File: src/rtl/dmem_port_arbiter.sv
// dmem_port_arbiter: shares the single data-memory port between the MEM stage (cpu)
// and a debug/loader requester (dbg). cpu has fixed priority and passes straight through
// with zero latency. dbg uses req/gnt with a response registered one cycle after the grant.
// A starvation guard forces one dbg slot, stalling the pipeline for that cycle, once dbg has
// been blocked for MAX_WAIT consecutive cycles.
//
// Ports:
//   clk, rst                        clock; synchronous active-high reset
//   cpu_rd_en/wr_en/addr/wr_data    MEM-stage access, cpu_rd_data returns load data (comb)
//   cpu_stall                       hold the MEM stage this cycle (forced dbg slot)
//   dbg_req/we/addr/wr_data         dbg request, held stable until dbg_gnt
//   dbg_gnt                         dbg owns the port this cycle
//   dbg_rsp_valid/rsp_data          one-cycle response pulse after each grant (0 data for writes)
//   mem_*                           data_mem port, combinational read via mem_rd_data
//   stat_cpu/dbg/force_cnt          access counters, present only when ARB_STATS_EN is defined,
//                                   otherwise tied to 0
module dmem_port_arbiter #(
  parameter int ADDR_W   = 32,
  parameter int DATA_W   = 64,
  parameter int MAX_WAIT = 8
) (
  input  logic              clk,
  input  logic              rst,
  input  logic              cpu_rd_en,
  input  logic              cpu_wr_en,
  input  logic [ADDR_W-1:0] cpu_addr,
  input  logic [DATA_W-1:0] cpu_wr_data,
  output logic [DATA_W-1:0] cpu_rd_data,
  output logic              cpu_stall,
  input  logic              dbg_req,
  input  logic              dbg_we,
  input  logic [ADDR_W-1:0] dbg_addr,
  input  logic [DATA_W-1:0] dbg_wr_data,
  output logic              dbg_gnt,
  output logic              dbg_rsp_valid,
  output logic [DATA_W-1:0] dbg_rsp_data,
  output logic [ADDR_W-1:0] mem_addr,
  output logic [DATA_W-1:0] mem_wr_data,
  output logic              mem_wr_en,
  output logic              mem_rd_en,
  input  logic [DATA_W-1:0] mem_rd_data,
  output logic [31:0]       stat_cpu_cnt,
  output logic [31:0]       stat_dbg_cnt,
  output logic [31:0]       stat_force_cnt
);

  localparam logic [1:0] ST_IDLE  = 2'd0;
  localparam logic [1:0] ST_WAIT  = 2'd1;
  localparam logic [1:0] ST_FORCE = 2'd2;

  localparam logic [7:0] WAIT_MAX  = 8'(MAX_WAIT);
  localparam logic [7:0] WAIT_LAST = 8'(MAX_WAIT - 1);

  logic [1:0] state, state_nxt;
  logic [7:0] wait_cnt;
  logic       in_force, cpu_act, own_cpu, own_dbg, blocked;

  assign in_force = (state == ST_FORCE);
  assign cpu_act  = cpu_rd_en | cpu_wr_en;

  // Ownership is suppressed during reset so no stray write reaches data_mem.
  // In FORCE a dropped dbg_req leaves the slot empty; the cpu still stalls.
  assign own_cpu = !rst && !in_force && cpu_act;
  assign own_dbg = !rst && dbg_req && (in_force || !cpu_act);
  assign blocked = dbg_req && !own_dbg;

  assign dbg_gnt   = own_dbg;
  assign cpu_stall = in_force;

  // Port mux
  assign mem_addr    = own_dbg ? dbg_addr    : cpu_addr;
  assign mem_wr_data = own_dbg ? dbg_wr_data : cpu_wr_data;
  assign mem_wr_en   = own_cpu ? cpu_wr_en   : (own_dbg && dbg_we);
  assign mem_rd_en   = own_cpu ? cpu_rd_en   : (own_dbg && !dbg_we);
  assign cpu_rd_data = own_cpu ? mem_rd_data : '0;

  // wait_cnt only leaves 0 while a request stays blocked, so IDLE always sees 0 and
  // can go straight to FORCE when MAX_WAIT is 1.
  always_comb begin
    state_nxt = state;
    unique case (state)
      ST_IDLE:  if (blocked) state_nxt = (wait_cnt == WAIT_LAST) ? ST_FORCE : ST_WAIT;
      ST_WAIT:  if (!blocked)                   state_nxt = ST_IDLE;
                else if (wait_cnt == WAIT_LAST) state_nxt = ST_FORCE;
      ST_FORCE: state_nxt = ST_IDLE;
      default:  state_nxt = ST_IDLE;
    endcase
  end

  always_ff @(posedge clk) begin
    if (rst) begin
      state    <= ST_IDLE;
      wait_cnt <= '0;
    end else begin
      state <= state_nxt;
      if (!blocked)
        wait_cnt <= '0;
      else if (wait_cnt != WAIT_MAX)
        wait_cnt <= wait_cnt + 8'd1;
    end
  end

  // Response captured at the grant edge; writes answer with 0.
  always_ff @(posedge clk) begin
    if (rst) begin
      dbg_rsp_valid <= 1'b0;
      dbg_rsp_data  <= '0;
    end else begin
      dbg_rsp_valid <= own_dbg;
      if (own_dbg)
        dbg_rsp_data <= dbg_we ? '0 : mem_rd_data;
    end
  end

`ifdef ARB_STATS_EN
  always_ff @(posedge clk) begin
    if (rst) begin
      stat_cpu_cnt   <= '0;
      stat_dbg_cnt   <= '0;
      stat_force_cnt <= '0;
    end else begin
      if (own_cpu)  stat_cpu_cnt   <= stat_cpu_cnt + 32'd1;
      if (own_dbg)  stat_dbg_cnt   <= stat_dbg_cnt + 32'd1;
      if (in_force) stat_force_cnt <= stat_force_cnt + 32'd1;
    end
  end
`else
  assign stat_cpu_cnt   = '0;
  assign stat_dbg_cnt   = '0;
  assign stat_force_cnt = '0;
`endif

endmodule

File: config.mk
export PLATFORM = sky130hd
export DESIGN_NAME = dmem_port_arbiter
export DESIGN_NICKNAME = d
export VERILOG_FILES = /design/src/rtl/dmem_port_arbiter.sv
export SDC_FILE = /design/constraint.sdc
export NUM_CORES = 1
export LEC_CHECK = 0
export CAP_MARGIN = 20
export CORE_AREA = 8 8 220 222
export CTS_CLUSTER_SIZE = 30
export DETAILED_ROUTE_END_ITERATION = 10
export DIE_AREA = 0 0 228 230
export SYNTH_ARGS = -nofsm -noshare
export SYNTH_HDL_FRONTEND = slang
export SYNTH_SLANG_ARGS = --single-unit
File: constraint.sdc
create_clock -name clk -period 2.18 [get_ports clk]
set_clock_uncertainty 0.2 [all_clocks]
set_input_delay 0.545 -clock clk [delete_from_list [all_inputs] [get_ports clk]]
set_output_delay 0.545 -clock clk [all_outputs]
set_load 0.01 [all_outputs]
==> out/results.ini <==
[setup_path]
worstSetupPathType=reg2out
worst_ep_required_time_ns=1.43
cp_max_fo=6
cp.arrival_ns=2.08
crit_path_end_kind=output pin
critPathLaunchType=register

[synth]
async_reset_ff_share_pct=0
synth.cell_area_mm2=0.00532
yosys-top-cells-area=dfxtp_1, nand2_1, buf_4, nand3b_1, and2_1
ys_warn_count=0
yosys.area.top_type_share_pct=28.2
synth-edff-count=0
ys_ff_latch=75
synth_area_leader_cell=dfxtp_1
synthCells=820
synth.avg_cell_area_um2=6.49
synth_seq_area_share_pct=28.2
ys.flop_type=dfxtp_1
synth_cell_types=30

[timing]
finalHoldViolCount=0
worst_slack_ns=-0.643
hold_ws_ns=0.252
rsz0062_at_grt=true
worstMarginPinSlew_ns=0.741
setup_violations=163
finalSetupTns_ns=-75.74
slew_violations=0
fmax_mhz=354
min_period_ns=2.82
maxSlewHeadroom_pct=50.6
post-route-period-util_pct=130

[finish]
num-nets-final=1745
fill_cells=4510
regArea_mm2=0.00150
stdcell_area_mm2=0.0149
multi_input_area_mm2=0.00446
drive_gt1_share_pct=45.6
area_growth_pct=180
final_core_util_pct=33.2

[placed_design]
placed_cell_area_mm2=0.0114
gp_congestion=0.933
hpwl_mm=33.2
port_buffers=490
place_ws_ns=-1.19

[global_route]
gr-usage-all-layers_pct=16.6
grt_pass1_vias=8390
overflow=0
grt_max_degree=65
antenna_found_initial=5
grt_pass1_wl_mm=62.9

[route]
wl_met3_mm=3.68
met2WireLength_mm=24.6
wl_per_cell_um=22.9
met1_length_mm=17.6
dr.pass1.iters=5
route.detailed.drc=0
drt_iter0_drc=355
postRouteAntennaNets=0
vias_per_cell=3.82
vias=7956
routed.top_layer=met5
wl_mm=47.7

[floorplanning]
die_h_um=230
start_util_pct=11.8
die_w_um=228
core_mm2=0.0449
rows=78
die-area_mm2=0.0524
io_pins=587

[clocking]
root_buffer=clkbuf_16
clock_sinks=75
ctsLongestPathBuffers=2
clock_latency_ns=0.35
cts_tree=done
h-tree-depth=3
cts_buffers=9
path_clk_slew_ns=0.07

[job]
drv_cap=0

[status]
status=complete, but fails checks
violations=negative setup slack

[power]
powerDensity_mw_per_mm2=352
ir_drop_mv=0.311
leakage_nw=6.73

[min_path]
hp-class=reg2reg

-- kinds of logic after synthesis --
family	count (synthesis)	share of synthesized area (%)
AO/OA/AOI/OAI	67	6.37
buffers and inverters	158	19.0
AND/OR/NAND/NOR	509	44.5
adder cells (fa/ha/maj)	2	0.470
multiplexers	1	0.188
other	1	0.0705
flip-flops	75	28.2
XOR/XNOR	7	1.15
-- placed cells by master, fill, tap and decap left out, drive strengths merged, types with 3 or more instances in the layout --
cell and count:
nand2 356, nand3 3, xnor2 5, nand3b 64
a21oi 64, inv 5, clkbuf 15, buf 381
dfxtp 75, clkdlybuf4s50 319, nor3 5, and2 64
nor2 11, conb 96
-- critical path: stages (launching register included) --
cell and delay (ns):
dfxtp_2 0.33, nor2b_4 0.17, o21ai_4 0.08, buf_12 0.16, buf_12 0.13, buf_16 0.13
buf_8 0.13, buf_6 0.11, buf_6 0.11, buf_6 0.10, nand2_2 0.06, nand2_2 0.08
buf_6 0.13
-- layer usage --
| layer | GRT usage (%) | up-vias |
|---|---|---|
| met3 | 5.41 | 61 |
| met5 | 0 | - |
| met2 | 30.9 | 410 |
| met4 | 5.45 | 8 |
| li1 | - | 3702 |
| met1 | 17.4 | 3775 |
-- final timing paths --
check             slack (ns)  cells after the start              from          endpoint
setup / recovery       -0.64                     12          state[1]   mem_wr_data[52]
setup reg to reg        0.03                     11          state[1]  dbg_rsp_data[30]
hold reg to reg         0.25                      2  dbg_rsp_data[23]  dbg_rsp_data[23]
hold / removal          0.25                      2  dbg_rsp_data[23]  dbg_rsp_data[23]
-- timing repair --
item                       4_1_cts  5_1_grt
resized for setup              848      412
setup endpoints to repair      222      171
hold buffers                     0        0
buffers inserted                90       44
pin swaps                      107      127
cloned                          21        3
-- cells in the mapped netlist, drive strengths merged (3+ instances only) --
| cell type | count |
|---|---|
| nor3 | 5 |
| a21oi | 64 |
| nand3 | 3 |
| and2 | 64 |
| nand3b | 64 |
| inv | 5 |
| xnor2 | 5 |
| dfxtp | 75 |
| nand2 | 356 |
| nor2 | 11 |
| clkbuf | 27 |
| buf | 126 |
-- metrics by stage --
| stage | total power (W) | instances |
|---|---|---|
| after floorplan | 0.00202 | 915 |
| after global placement | 0.00320 | 1949 |
| after detailed placement | 0.00319 | 1949 |
| after CTS | 0.00507 | 2074 |
| after global routing | 0.00549 | 2085 |
| final | 0.00524 | 2085 |
-- power breakdown --
part | switching, W | leakage, nW | internal (W)
clock network | 0.000629 | 0.131 | 0.000877
logic | 0.00101 | 6.00 | 0.00133
registers | 0.0000103 | 0.606 | 0.00139
total | 0.00165 | 6.73 | 0.00359
-- state kept, by name, summed over array words and instances (netlist names) --
signal	flops
dbg_rsp_valid	1
wait_cnt	8
state	2
dbg_rsp_data	64
-- cell type report --
type,instances,area share [%]
Timing Repair Buffer,707,52.7
Clock inverter,4,0.361
Timing Repair inverter,1,0.109
Sequential cell,75,10.1
Clock buffer,10,1.53
Inverter,5,0.302
Tap cell,600,5.03
Multi-Input combinational cell,682,29.9
Antenna cell,1,0.0168
(Power assumes the default switching activity.)
